===== src/rtl/sqrt_sched_pkg.sv =====
// sqrt_sched_pkg: shared types and widths for the sqrt scheduler
package sqrt_sched_pkg;
  localparam int X_W = 32;
  localparam int Y_W = 16;
  typedef enum logic [1:0] {IDLE, LOAD, RUN, DONE} state_t;
  function automatic int cnt_w(input int load_cycles, input int timeout);
    return $clog2((load_cycles > timeout ? load_cycles : timeout) + 1);
  endfunction
endpackage


===== src/rtl/sqrt_rr_arbiter.sv =====
// sqrt_rr_arbiter: round-robin pick of the first request after the pointer
module sqrt_rr_arbiter #(
  parameter int N_REQ = 4
) (
  input  logic [N_REQ-1:0]         i_req,
  input  logic [$clog2(N_REQ)-1:0] i_ptr,
  output logic [N_REQ-1:0]         o_win,
  output logic [$clog2(N_REQ)-1:0] o_idx,
  output logic                     o_any
);
  localparam int IW = $clog2(N_REQ);
  logic [IW-1:0] w_j;
  // scan circularly starting just after the last winner
  always_comb begin
    o_any = 1'b0;
    o_idx = '0;
    w_j   = '0;
    for (int k = 1; k <= N_REQ; k++) begin
      w_j = IW'((int'(i_ptr) + k) % N_REQ);
      if (!o_any && i_req[w_j]) begin
        o_any = 1'b1;
        o_idx = w_j;
      end
    end
    o_win = N_REQ'(o_any) << o_idx;
  end
endmodule


===== src/rtl/sqrt_scheduler.sv =====
// sqrt_scheduler: shares one sqrt32 core among requesters, round-robin
module sqrt_scheduler
  import sqrt_sched_pkg::*;
#(
  parameter int N_REQ       = 4,
  parameter int LOAD_CYCLES = 2,
  parameter int TIMEOUT     = 64
) (
  input  logic                 i_clk,
  input  logic                 i_rst_n,
  input  logic [N_REQ-1:0]     i_req,
  input  logic [N_REQ*X_W-1:0] i_req_x,
  output logic [N_REQ-1:0]     o_ack,
  output logic [N_REQ-1:0]     o_done,
  output logic [Y_W-1:0]       o_result,
  output logic                 o_err,
  output logic                 o_busy,
  output logic                 o_core_start,
  output logic [X_W-1:0]       o_core_x,
  input  logic                 i_core_rdy,
  input  logic [Y_W-1:0]       i_core_y
);
  localparam int CW = cnt_w(LOAD_CYCLES, TIMEOUT);
  localparam int IW = $clog2(N_REQ);
  state_t            r_state;
  logic [CW-1:0]     r_cnt;
  logic [IW-1:0]     r_ptr;
  logic [IW-1:0]     r_idx;
  logic [N_REQ-1:0]  w_win;
  logic [IW-1:0]     w_win_idx;
  logic              w_any;
  logic [X_W-1:0]    w_x [N_REQ];
  for (genvar g = 0; g < N_REQ; g++) begin : g_x
    assign w_x[g] = i_req_x[g*X_W +: X_W];
  end
  sqrt_rr_arbiter #(.N_REQ(N_REQ)) u_arb (
    .i_req (i_req),
    .i_ptr (r_ptr),
    .o_win (w_win),
    .o_idx (w_win_idx),
    .o_any (w_any)
  );
  // sequencer: grant, hold core in start while operand settles, run, report
  always_ff @(posedge i_clk or negedge i_rst_n) begin
    if (!i_rst_n) begin
      r_state      <= IDLE;
      r_cnt        <= '0;
      r_ptr        <= IW'(N_REQ - 1);
      r_idx        <= '0;
      o_ack        <= '0;
      o_done       <= '0;
      o_result     <= '0;
      o_err        <= 1'b0;
      o_busy       <= 1'b0;
      o_core_start <= 1'b1;
      o_core_x     <= '0;
    end else begin
      o_ack  <= '0;
      o_done <= '0;
      case (r_state)
        IDLE: if (w_any) begin
          o_core_x <= w_x[w_win_idx];
          r_idx    <= w_win_idx;
          r_ptr    <= w_win_idx;
          o_ack    <= w_win;
          o_busy   <= 1'b1;
          r_cnt    <= '0;
          r_state  <= LOAD;
        end
        LOAD: if (r_cnt == CW'(LOAD_CYCLES - 1)) begin
          r_cnt        <= '0;
          o_core_start <= 1'b0;
          r_state      <= RUN;
        end else begin
          r_cnt <= r_cnt + 1'b1;
        end
        RUN: if (r_cnt != '0 && i_core_rdy) begin
          o_result     <= i_core_y;
          o_err        <= 1'b0;
          o_done       <= N_REQ'(1) << r_idx;
          o_core_start <= 1'b1;
          r_state      <= DONE;
        end else if (r_cnt == CW'(TIMEOUT - 1)) begin
          o_result     <= '0;
          o_err        <= 1'b1;
          o_done       <= N_REQ'(1) << r_idx;
          o_core_start <= 1'b1;
          r_state      <= DONE;
        end else begin
          r_cnt <= r_cnt + 1'b1;
        end
        default: begin
          o_busy  <= 1'b0;
          r_state <= IDLE;
        end
      endcase
    end
  end
endmodule


===== config.mk =====
export PLATFORM = sky130hd
export DESIGN_NAME = sqrt_scheduler
export DESIGN_NICKNAME = d
export VERILOG_FILES = /design/src/rtl/sqrt_sched_pkg.sv /design/src/rtl/sqrt_rr_arbiter.sv /design/src/rtl/sqrt_scheduler.sv
export SDC_FILE = /design/constraint.sdc
export NUM_CORES = 1
export LEC_CHECK = 0
export CORE_ASPECT_RATIO = 0.7
export CORE_MARGIN = 10
export CORE_UTILIZATION = 43
export CTS_CLUSTER_SIZE = 10
export DETAILED_ROUTE_END_ITERATION = 12
export GPL_TIMING_DRIVEN = 0
export PLACE_DENSITY_LB_ADDON = 0.3
export SETUP_SLACK_MARGIN = 0.3
export SLEW_MARGIN = 10
export SYNTH_ARGS = -nofsm -noshare
export SYNTH_HDL_FRONTEND = slang
export SYNTH_HIERARCHICAL = 1
export SYNTH_SLANG_ARGS = --single-unit

===== constraint.sdc =====
create_clock -name i_clk -period 4.82 [get_ports i_clk]
set_clock_uncertainty 0.1 [all_clocks]
set_input_delay 0.482 -clock i_clk [delete_from_list [all_inputs] [get_ports i_clk]]
set_output_delay 0.482 -clock i_clk [all_outputs]
set_load 0.05 [all_outputs]

# Word level (Yosys, flattened, before mapping)

Index checks and enable logic that the tools add are counted.

Register bits: 72
Bits in latches: 0
Bits in writable memories: 0
Memory bits (read-only): 0
Input bits: 151
Output and inout bits: 59
Word-level logic and storage cells: 96
Memories kept: 0

Add/subtract/negate cells: 5
Multipliers: 0
Divide/modulo/power cells: 0
$lt $le $gt $ge: 5
Eq/ne operators: 9
Shift-type cells: 2
Mux-type cells: 43
Bitwise gates (word level): 2
Reductions and logical operators: 19

Operators by type and width:

| operator              | number |
|---|---|
| $bmux W32 S2          | 1 |
| $mux W32              | 2 |
| $mux W16              | 2 |
| $mux W7               | 4 |
| $pmux W7 S3           | 1 |
| $mux W4               | 5 |
| $mux W2               | 8 |
| $mux W1               | 13 |
| $lt A2 B3 Y1 const B  | 4 |
| $bmux W1 S2           | 4 |
| $add A7 B1 Y7 const B | 1 |
| $eq A7 B1 Y1 const B  | 1 |
| $eq A7 B6 Y1 const B  | 1 |
| $reduce_bool A7 Y1    | 1 |
| $ne A2 B2 Y1 const B  | 3 |
| $pmux W2 S3           | 1 |
| $reduce_and A2 Y1     | 3 |
| $reduce_and A3 Y1     | 2 |
| $add A2 B1 Y2 const B | 2 |
| $add A2 B2 Y2 const B | 2 |
| $logic_and A1 B1 Y1   | 4 |
| $pmux W1 S2           | 2 |
| $reduce_and A4 Y1     | 1 |
| $reduce_bool A2 Y1    | 2 |
| 13 further kinds      | 15 |

# Longest topological paths before layout

Gate-level depths: netlist (run 1).

Word-level depth: 17
Mapped depth: 8
Mapped depth without buffers: 6

# Modules after synthesis

The synthesis (run 1) kept the hierarchy.

By module, submodules not included:

| module          | times used | cells each | area an instance (um^2) | seq. area each (um^2) |
|---|---|---|---|---|
| sqrt_scheduler  | 1          | 261        | 3,727.3                 | 1,805.5 |
| sqrt_rr_arbiter | 1          | 24         | 151.4                   | 0.0 |

# Worst setup path before layout (run 1)

OpenSTA, ideal clock, no wires.

Kind: input-to-reg
Start: input i_req[0]
End: register o_core_x[2]
Setup time: 125 ps
Arrival: 2,267 ps
Data required time: 4,595 ps
Path slack: 2,328 ps
Stages: 7
Path buffers: 2
Cell sequence: nand2b_1 > and3_1 > o32ai_1 > clkbuf_1 > buf_2 > mux4_2 > mux2_2

Longest elaborated chain between the ends: 16
Elaborated cells on any way between the ends: 27
Classes of those cells: mux (19); bitwise (1); reduce/logical (7)

Ends and longest elaborated chain:

| what                                          | RTL line              | source |
|---|---|---|
| start, declared                               | sqrt_scheduler.sv:11  | `input logic [N_REQ-1:0] i_req,` |
| $bmux W1 S2                                   | sqrt_rr_arbiter.sv:20 | `if (!o_any && i_req[w_j]) begin` |
| $mux W1 (not written as such)                 | sqrt_rr_arbiter.sv:20 |  |
| $mux W1                                       | sqrt_rr_arbiter.sv:20 |  |
| $logic_not A1 Y1                              | sqrt_rr_arbiter.sv:20 |  |
| $logic_and A1 B1 Y1                           | sqrt_rr_arbiter.sv:20 |  |
| $mux W1                                       | sqrt_rr_arbiter.sv:20 |  |
| $logic_not A1 Y1                              | sqrt_rr_arbiter.sv:20 |  |
| $logic_and A1 B1 Y1                           | sqrt_rr_arbiter.sv:20 |  |
| $mux W1                                       | sqrt_rr_arbiter.sv:20 |  |
| $logic_not A1 Y1                              | sqrt_rr_arbiter.sv:20 |  |
| $logic_and A1 B1 Y1                           | sqrt_rr_arbiter.sv:20 |  |
| $mux W2 *                                     | sqrt_rr_arbiter.sv:20 |  |
| net w_win_idx[0]                              | sqrt_scheduler.sv:30  | `logic [IW-1:0] w_win_idx;` |
| $not A2 Y3 (not written as such) *            | sqrt_scheduler.sv:62  | `o_core_x <= w_x[w_win_idx];` |
| $bmux W32 S2 *                                | sqrt_scheduler.sv:62  |  |
| $mux W32 (not written as such) * (2 in a row) | sqrt_scheduler.sv:62  |  |
| end signal, assigned                          | sqrt_scheduler.sv:62  |  |
| end, declared                                 | sqrt_scheduler.sv:19  | `output logic [X_W-1:0] o_core_x,` |

The timed path passes the listed nets; every way through them passes the cells marked *. The select of a mux whose other input is x is not followed.
A chain may end at the register's enable or synchronous reset.

# Worst setup path after layout (run 1)

Start: input i_req[1]
End: register o_core_x[2]

The elaborated chain is that of the path after synthesis.

==> results.py, run 1 <==
metrics = {
    "global_routing": {
        "grt_pass1_vias": 3825,
        "antenna_found_initial": 0,
        "grt_pass1_wl_mm": 21.9,
        "grt_max_degree": 38,
        "overflow": 0,
        "grtUsageTotal": 0.212,
    },
    "sta": {
        "fmax_ghz": 0.330,
        "post-route-period-util": 0.629,
        "worstMarginPinSlew_ps": 630,
        "drv_slew": 0,
        "finalSetupViolCount": 0,
        "whs_ps": 5.57,
        "hold_violations": 0,
        "grt_setup_unrepaired": "false",
        "setup_tns_ps": 0,
        "slew_headroom": 0.580,
        "min_period_ps": 3030,
    },
    "place": {
        "gp_congestion": 0.834,
        "dpl.hpwl_mm": 11.5,
        "io_buffers": 209,
    },
    "critical_path": {
        "crit_chain": "clkdlybuf4s50_1 -> nand2b_1 -> and3_1 -> o32ai_1 -> clkbuf_1 -> buf_2 -> mux4_2 -> mux2_2",
        "endpoint_kind": "flip-flop",
        "path_buf_inv": 3,
        "worst-setup-path-type": "in2reg",
        "crit_slowest_cell": "clkdlybuf4s50_1",
        "arrival_ps": 3150,
        "start_kind": "input port",
        "crit_family": "buffers and inverters",
        "critPathMaxFanout": 10,
        "cp.required_ps": 4940,
        "cp_slowest_stage_delay_ps": 630,
    },
    "clocking": {
        "cts_hold_buffers": 0,
        "cts_buffer_depth": 2,
        "post_cts_buffers": 0,
        "htreeDepth": 3,
        "cts_sinks": 72,
        "cts_buffers": 9,
        "clkTransAtPathRegs_ps": 60,
        "cts_root_buf": "clkbuf_16",
        "post_cts_resized": 0,
        "clk_latency_ps": 330,
        "cts_tree": "yes",
    },
    "drt": {
        "wl_per_cell_um": 22.2,
        "viasPerCell": 5.48,
        "vias": 3457,
        "wl_mm": 14.0,
        "route.detailed.drc": 0,
        "drt_iter0_drc": 222,
        "drt_pass1_iterations": 4,
        "antenna_left": 0,
    },
    "finish": {
        "antenna_cells": 0,
        "layout_common_cells": "clkdlybuf4s50_1 (208), dfrtp_1 (69), mux2_2 (33)",
        "final_common_cell": "clkdlybuf4s50_1",
        "fin_nets": 664,
        "syn_to_final_growth_pct": 65.7,
        "layout-drive-gt1-share": 0.198,
    },
    "pwr": {
        "p_per_area_nw_per_um2": 663,
        "ir_drop_mv": 0.309,
        "p_leak_nw": 2.62,
    },
    "synthesis": {
        "ys_seq_area_frac": 0.465,
        "synth_cell_types": 50,
        "synthCells": 285,
        "synth_fp_nets": 443,
        "yosys_warnings": 6,
        "syn_area_sq_um": 3880,
        "synth_area_per_cell_sq_um": 13.6,
        "ys_seq_elements": 72,
    },
    "floorplan": {
        "rows": 28,
        "die_x_um": 134,
        "die_h_um": 99.5,
        "io_pins": 210,
        "core-area_sq_um": 8620,
        "initial_core_util": 0.450,
        "die_area_sq_um": 13300,
    },
    "worst_hold_path": {
        "min_path_type": "in2async",
    },
    "run_status": {
        "status": "complete, no violations",
    },
    "job": {
        "drv_cap": 0,
    },
}
## layer usage
layer | global-route usage | vias up | share of wire
li1 | - | 1549 | -
met1 | 0.240 | 1715 | 0.39
met2 | 0.375 | 184 | 0.52
met3 | 0.0759 | 9 | 0.081
met4 | 0.0534 | 0 | 0.0099
met5 | 0 | - | 0
## kinds of logic after synthesis
kind of cell / share of synthesized area
adder cells (fa/ha/maj): 0.0226
multiplexers: 0.287
buffers and inverters: 0.0335
flip-flops: 0.465
AND/OR/NAND/NOR: 0.0845
AO/OA/AOI/OAI: 0.107
## cells in the mapped netlist (all sizes together)
library cell	instances	area share
o2bb2ai	2	0.0045
nor2b	1	0.0016
a32o	1	0.0026
a2bb2oi	1	0.0023
and3	8	0.013
a221oi	1	0.0023
or4b	1	0.0026
or2	1	0.0016
nor3b	2	0.0039
nand2b	5	0.0081
a22o	16	0.036
mux2i	2	0.0052
clkbuf	13	0.013
o22ai	5	0.0081
mux2	33	0.096
o21ai	3	0.0039
dfstp	3	0.020
nand2	15	0.015
nand4	1	0.0016
buf	5	0.0081
o31ai	1	0.0019
nor3	4	0.0081
o221a	2	0.0058
or3	1	0.0016
o41ai	1	0.0023
o22a	1	0.0023
o211ai	1	0.0019
o32ai	1	0.0023
dfrtp	69	0.45
nand3	6	0.0077
nor2	9	0.0094
a2111oi	4	0.0090
a211oi	1	0.0019
a31oi	3	0.0087
mux4	32	0.19
a21oi	4	0.0052
nor4b	2	0.0084
o21bai	1	0.0019
and2b	1	0.0026
a31o	1	0.0023
a21o	1	0.0019
ha	7	0.023
inv	13	0.013
## flip-flops by register name, indices dropped and copies added (netlist names)
name and cells:
o_core_start 1, o_ack 4, o_busy 1, r_state 2, r_ptr 2, o_result 16
o_core_x 32, o_done 4, r_cnt 7, r_idx 2, o_err 1
## metrics by stage
| step | power, mW | utilization | worst slack [ps] | cells | area (sq um) |
|---|---|---|---|---|---|
| 2_1_floorplan | 2.75 | - | 2330 | 285 | 3880 |
| 3_3_place_gp | 3.56 | 0.710 | 786 | 614 | 6120 |
| 3_5_place_dp | 3.63 | 0.712 | 1420 | 615 | 6140 |
| 4_1_cts | 4.30 | 0.746 | 1760 | 631 | 6430 |
| 5_1_grt | 4.49 | 0.746 | 1610 | 631 | 6430 |
| 6_report | 4.26 | 0.746 | 1790 | 631 | 6430 |
## power by group
group | internal (mW) | total (mW) | switching [mW]
logic | 1.10 | 2.60 | 1.49
registers | 0.872 | 1.02 | 0.151
clock network | 0.379 | 0.641 | 0.262
total | 2.36 | 4.26 | 1.90
## area by class of cell
type | instances | area [sq um]
Inverter | 13 | 48.8
Multi-Input combinational cell | 182 | 1940
Sequential cell | 72 | 1810
Buffer | 18 | 81.3
Fill cell | 603 | 2190
Timing Repair Buffer | 210 | 2110
Clock inverter | 5 | 37.5
Clock buffer | 11 | 253
Tap cell | 120 | 150
## worst paths after layout
path	start	endpoint	slack, ps	cells past startpoint
worst max-delay path	i_req[1]	o_core_x[2]	1790	8
worst min-delay path	i_rst_n	o_busy	6	1
worst max register to register	r_ptr[1]	o_core_x[2]	1950	7
worst min register to register	r_ptr[1]	r_ptr[1]	360	2
max in group asynchronous	i_rst_n	o_core_start	4020	2
min in group i_clk	r_ptr[1]	r_ptr[1]	360	2
(Power assumes the default switching activity.)
==> run 2, diff against run 1 <==
--- a/config.mk
+++ b/config.mk
@@ -7,7 +7,7 @@
 export LEC_CHECK = 0
 export CORE_ASPECT_RATIO = 0.7
 export CORE_MARGIN = 10
-export CORE_UTILIZATION = 43
+export CORE_UTILIZATION = 40
 export CTS_CLUSTER_SIZE = 10
 export DETAILED_ROUTE_END_ITERATION = 12
 export GPL_TIMING_DRIVEN = 0
==> constraint.sdc (replaced) <==
create_clock -name i_clk -period 3.1 [get_ports i_clk]
set_clock_uncertainty 0.1 [all_clocks]
set_input_delay 0.31 -clock i_clk [delete_from_list [all_inputs] [get_ports i_clk]]
set_output_delay 0.31 -clock i_clk [all_outputs]
set_load 0.05 [all_outputs]
==> run 2 against run 1 <==
Register-to-register slack got worse by 1400 ps. Largest power group unchanged. Die area increased by 6.2%. Sequential cell count unchanged. Combinational power increased by 55%. Highest routed layer unchanged. Largest cell class unchanged. Via count about the same. Non-clock buffer count increased by 1.
==> results.py, run 2 (synthesized netlist as in run 1, its figures left out) <==
metrics = {
    "pwr": {
        "p_leak_nw": 2.67,
        "p_per_area_nw_per_um2": 1040,
        "ir_drop_mv": 0.476,
        "p_total_mw": 6.75,
    },
    "sta": {
        "slew_headroom": 0.595,
        "worstMarginPinSlew_ps": 605,
        "drv_slew": 0,
        "setup_ws_ps": 466,
        "grt_setup_unrepaired": "false",
        "post-route-period-util": 0.850,
        "min_period_ps": 2630,
        "fmax_ghz": 0.380,
        "hold_violations": 0,
        "finalSetupViolCount": 0,
        "setup_tns_ps": 0,
    },
    "place": {
        "place_ws_ps": -154,
        "io_buffers": 209,
        "placed_area_sq_um": 6150,
        "gp_congestion": 0.864,
        "dpl.hpwl_mm": 11.1,
    },
    "finish": {
        "fill_cells": 673,
        "fin_nets": 665,
        "layout-drive-gt1-share": 0.205,
        "top_regs": "o_core_x (32), o_result (16), r_cnt (7)",
        "syn_to_final_growth_pct": 67.7,
        "fin_util": 0.703,
        "stdcell_area_sq_um": 6500,
        "final_common_cell": "clkdlybuf4s50_1",
        "largest_register_ffs": 32,
        "antenna_cells": 0,
        "largest_register": "o_core_x",
        "layout_common_cells": "clkdlybuf4s50_1 (208), dfrtp_1 (69), mux2_2 (33)",
    },
    "floorplan": {
        "io_pins": 210,
        "rows": 29,
        "initial_core_util": 0.419,
        "die_h_um": 102,
        "die_area_sq_um": 14100,
        "die_x_um": 138,
        "core-area_sq_um": 9250,
    },
    "drt": {
        "drt_iter0_drc": 189,
        "drt_pass1_iterations": 4,
        "viasPerCell": 5.44,
        "wl_per_cell_um": 21.5,
        "route.detailed.drc": 0,
        "vias": 3460,
        "antenna_left": 0,
        "wl_mm": 13.7,
    },
    "clocking": {
        "cts_buffer_depth": 2,
        "cts_tree": "yes",
        "clk_latency_ps": 320,
        "cts_sinks": 72,
        "htreeDepth": 3,
        "post_cts_buffers": 0,
        "cts_root_buf": "clkbuf_16",
        "clkTransAtPathRegs_ps": 60,
        "cts_buffers": 9,
    },
    "critical_path": {
        "start_kind": "input port",
        "critPathMaxFanout": 10,
        "worst-setup-path-type": "in2reg",
        "r2r_cells": 7,
        "arrival_ps": 2740,
        "cp.required_ps": 3210,
        "endpoint_kind": "flip-flop",
    },
    "global_routing": {
        "overflow": 0,
        "grt_pass1_wl_mm": 20.3,
        "grt_pass1_vias": 3796,
        "antenna_found_initial": 0,
        "grtUsageTotal": 0.186,
        "grt_max_degree": 51,
    },
    "run_status": {
        "status": "complete, no violations",
    },
    "job": {
        "drv_cap": 0,
    },
    "worst_hold_path": {
        "min_path_type": "in2async",
    },
}
run 2: cell types whose count changed in the layout (fill, tap and decap cells not counted), moves of 2 or more:
cell        previous run  this run
buf_2                  4         1
clkbuf_2               1         6
bufinv_16              0         2
buf_4                  1         3
clkbuf_1              12         8
clkinvlp_4             2         0
run 2: what timing repair did:
item                                    4_1_cts  5_1_grt
pin swaps                                     0        0
gates resized for setup                       6        2
hold buffers                                  1        0
endpoints found under the setup margin       29       15
endpoints found under the hold margin        21        0
run 2: path summary, 6_finish.rpt:
check,slack [ps],endpoint,startpoint
max,470,o_core_x[24],i_req[3]
min,330,r_state[1],i_rst_n
max reg2reg,570,o_core_x[24],r_ptr[1]
min reg2reg,360,r_ptr[1],r_ptr[1]
max in group asynchronous,1980,r_ptr[1],i_rst_n
min in group i_clk,360,r_ptr[1],r_ptr[1]
run 2: worst max-delay path, stage by stage:
cell,delay (ps)
clkdlybuf4s50_1,580
nand2b_1,140
and3_1,190
o32ai_1,110
clkbuf_2,270
clkbuf_4,320
mux4_2,540
mux2_2,280
run 2: where the power goes:
group / switching [mW] / internal (mW)
Sequential: 0.230 / 1.36
Combinational: 2.30 / 1.73
Clock: 0.388 / 0.733
Total: 2.92 / 3.82
run 2: final cells by class:
class / count / area [sq um] / area share
repair buffers: 211 / 2130 / 0.327
plain buffers: 18 / 95.1 / 0.0146
multi-input cells: 182 / 1940 / 0.299
clock buffers: 11 / 243 / 0.0373
clock inverters: 5 / 86.3 / 0.0133
well taps: 124 / 155 / 0.0239
inverters: 13 / 48.8 / 0.00750
flip-flops and latches: 72 / 1810 / 0.278
run 2: stage by stage:
stage                     hold WS, ps  std cells
after CTS                         327        636
after floorplan                 -85.6        285
after detailed placement          132        619
after global routing              350        636
after global placement            349        618
final                             326        636
run 2: per-layer routing:
layer | GRT usage | wire (um) | vias up
li1 | - | - | 1556
met1 | 0.208 | 5050 | 1720
met2 | 0.320 | 6900 | 164
met3 | 0.0819 | 1440 | 20
met4 | 0.0456 | 276 | 0
met5 | 0 | 0 | -
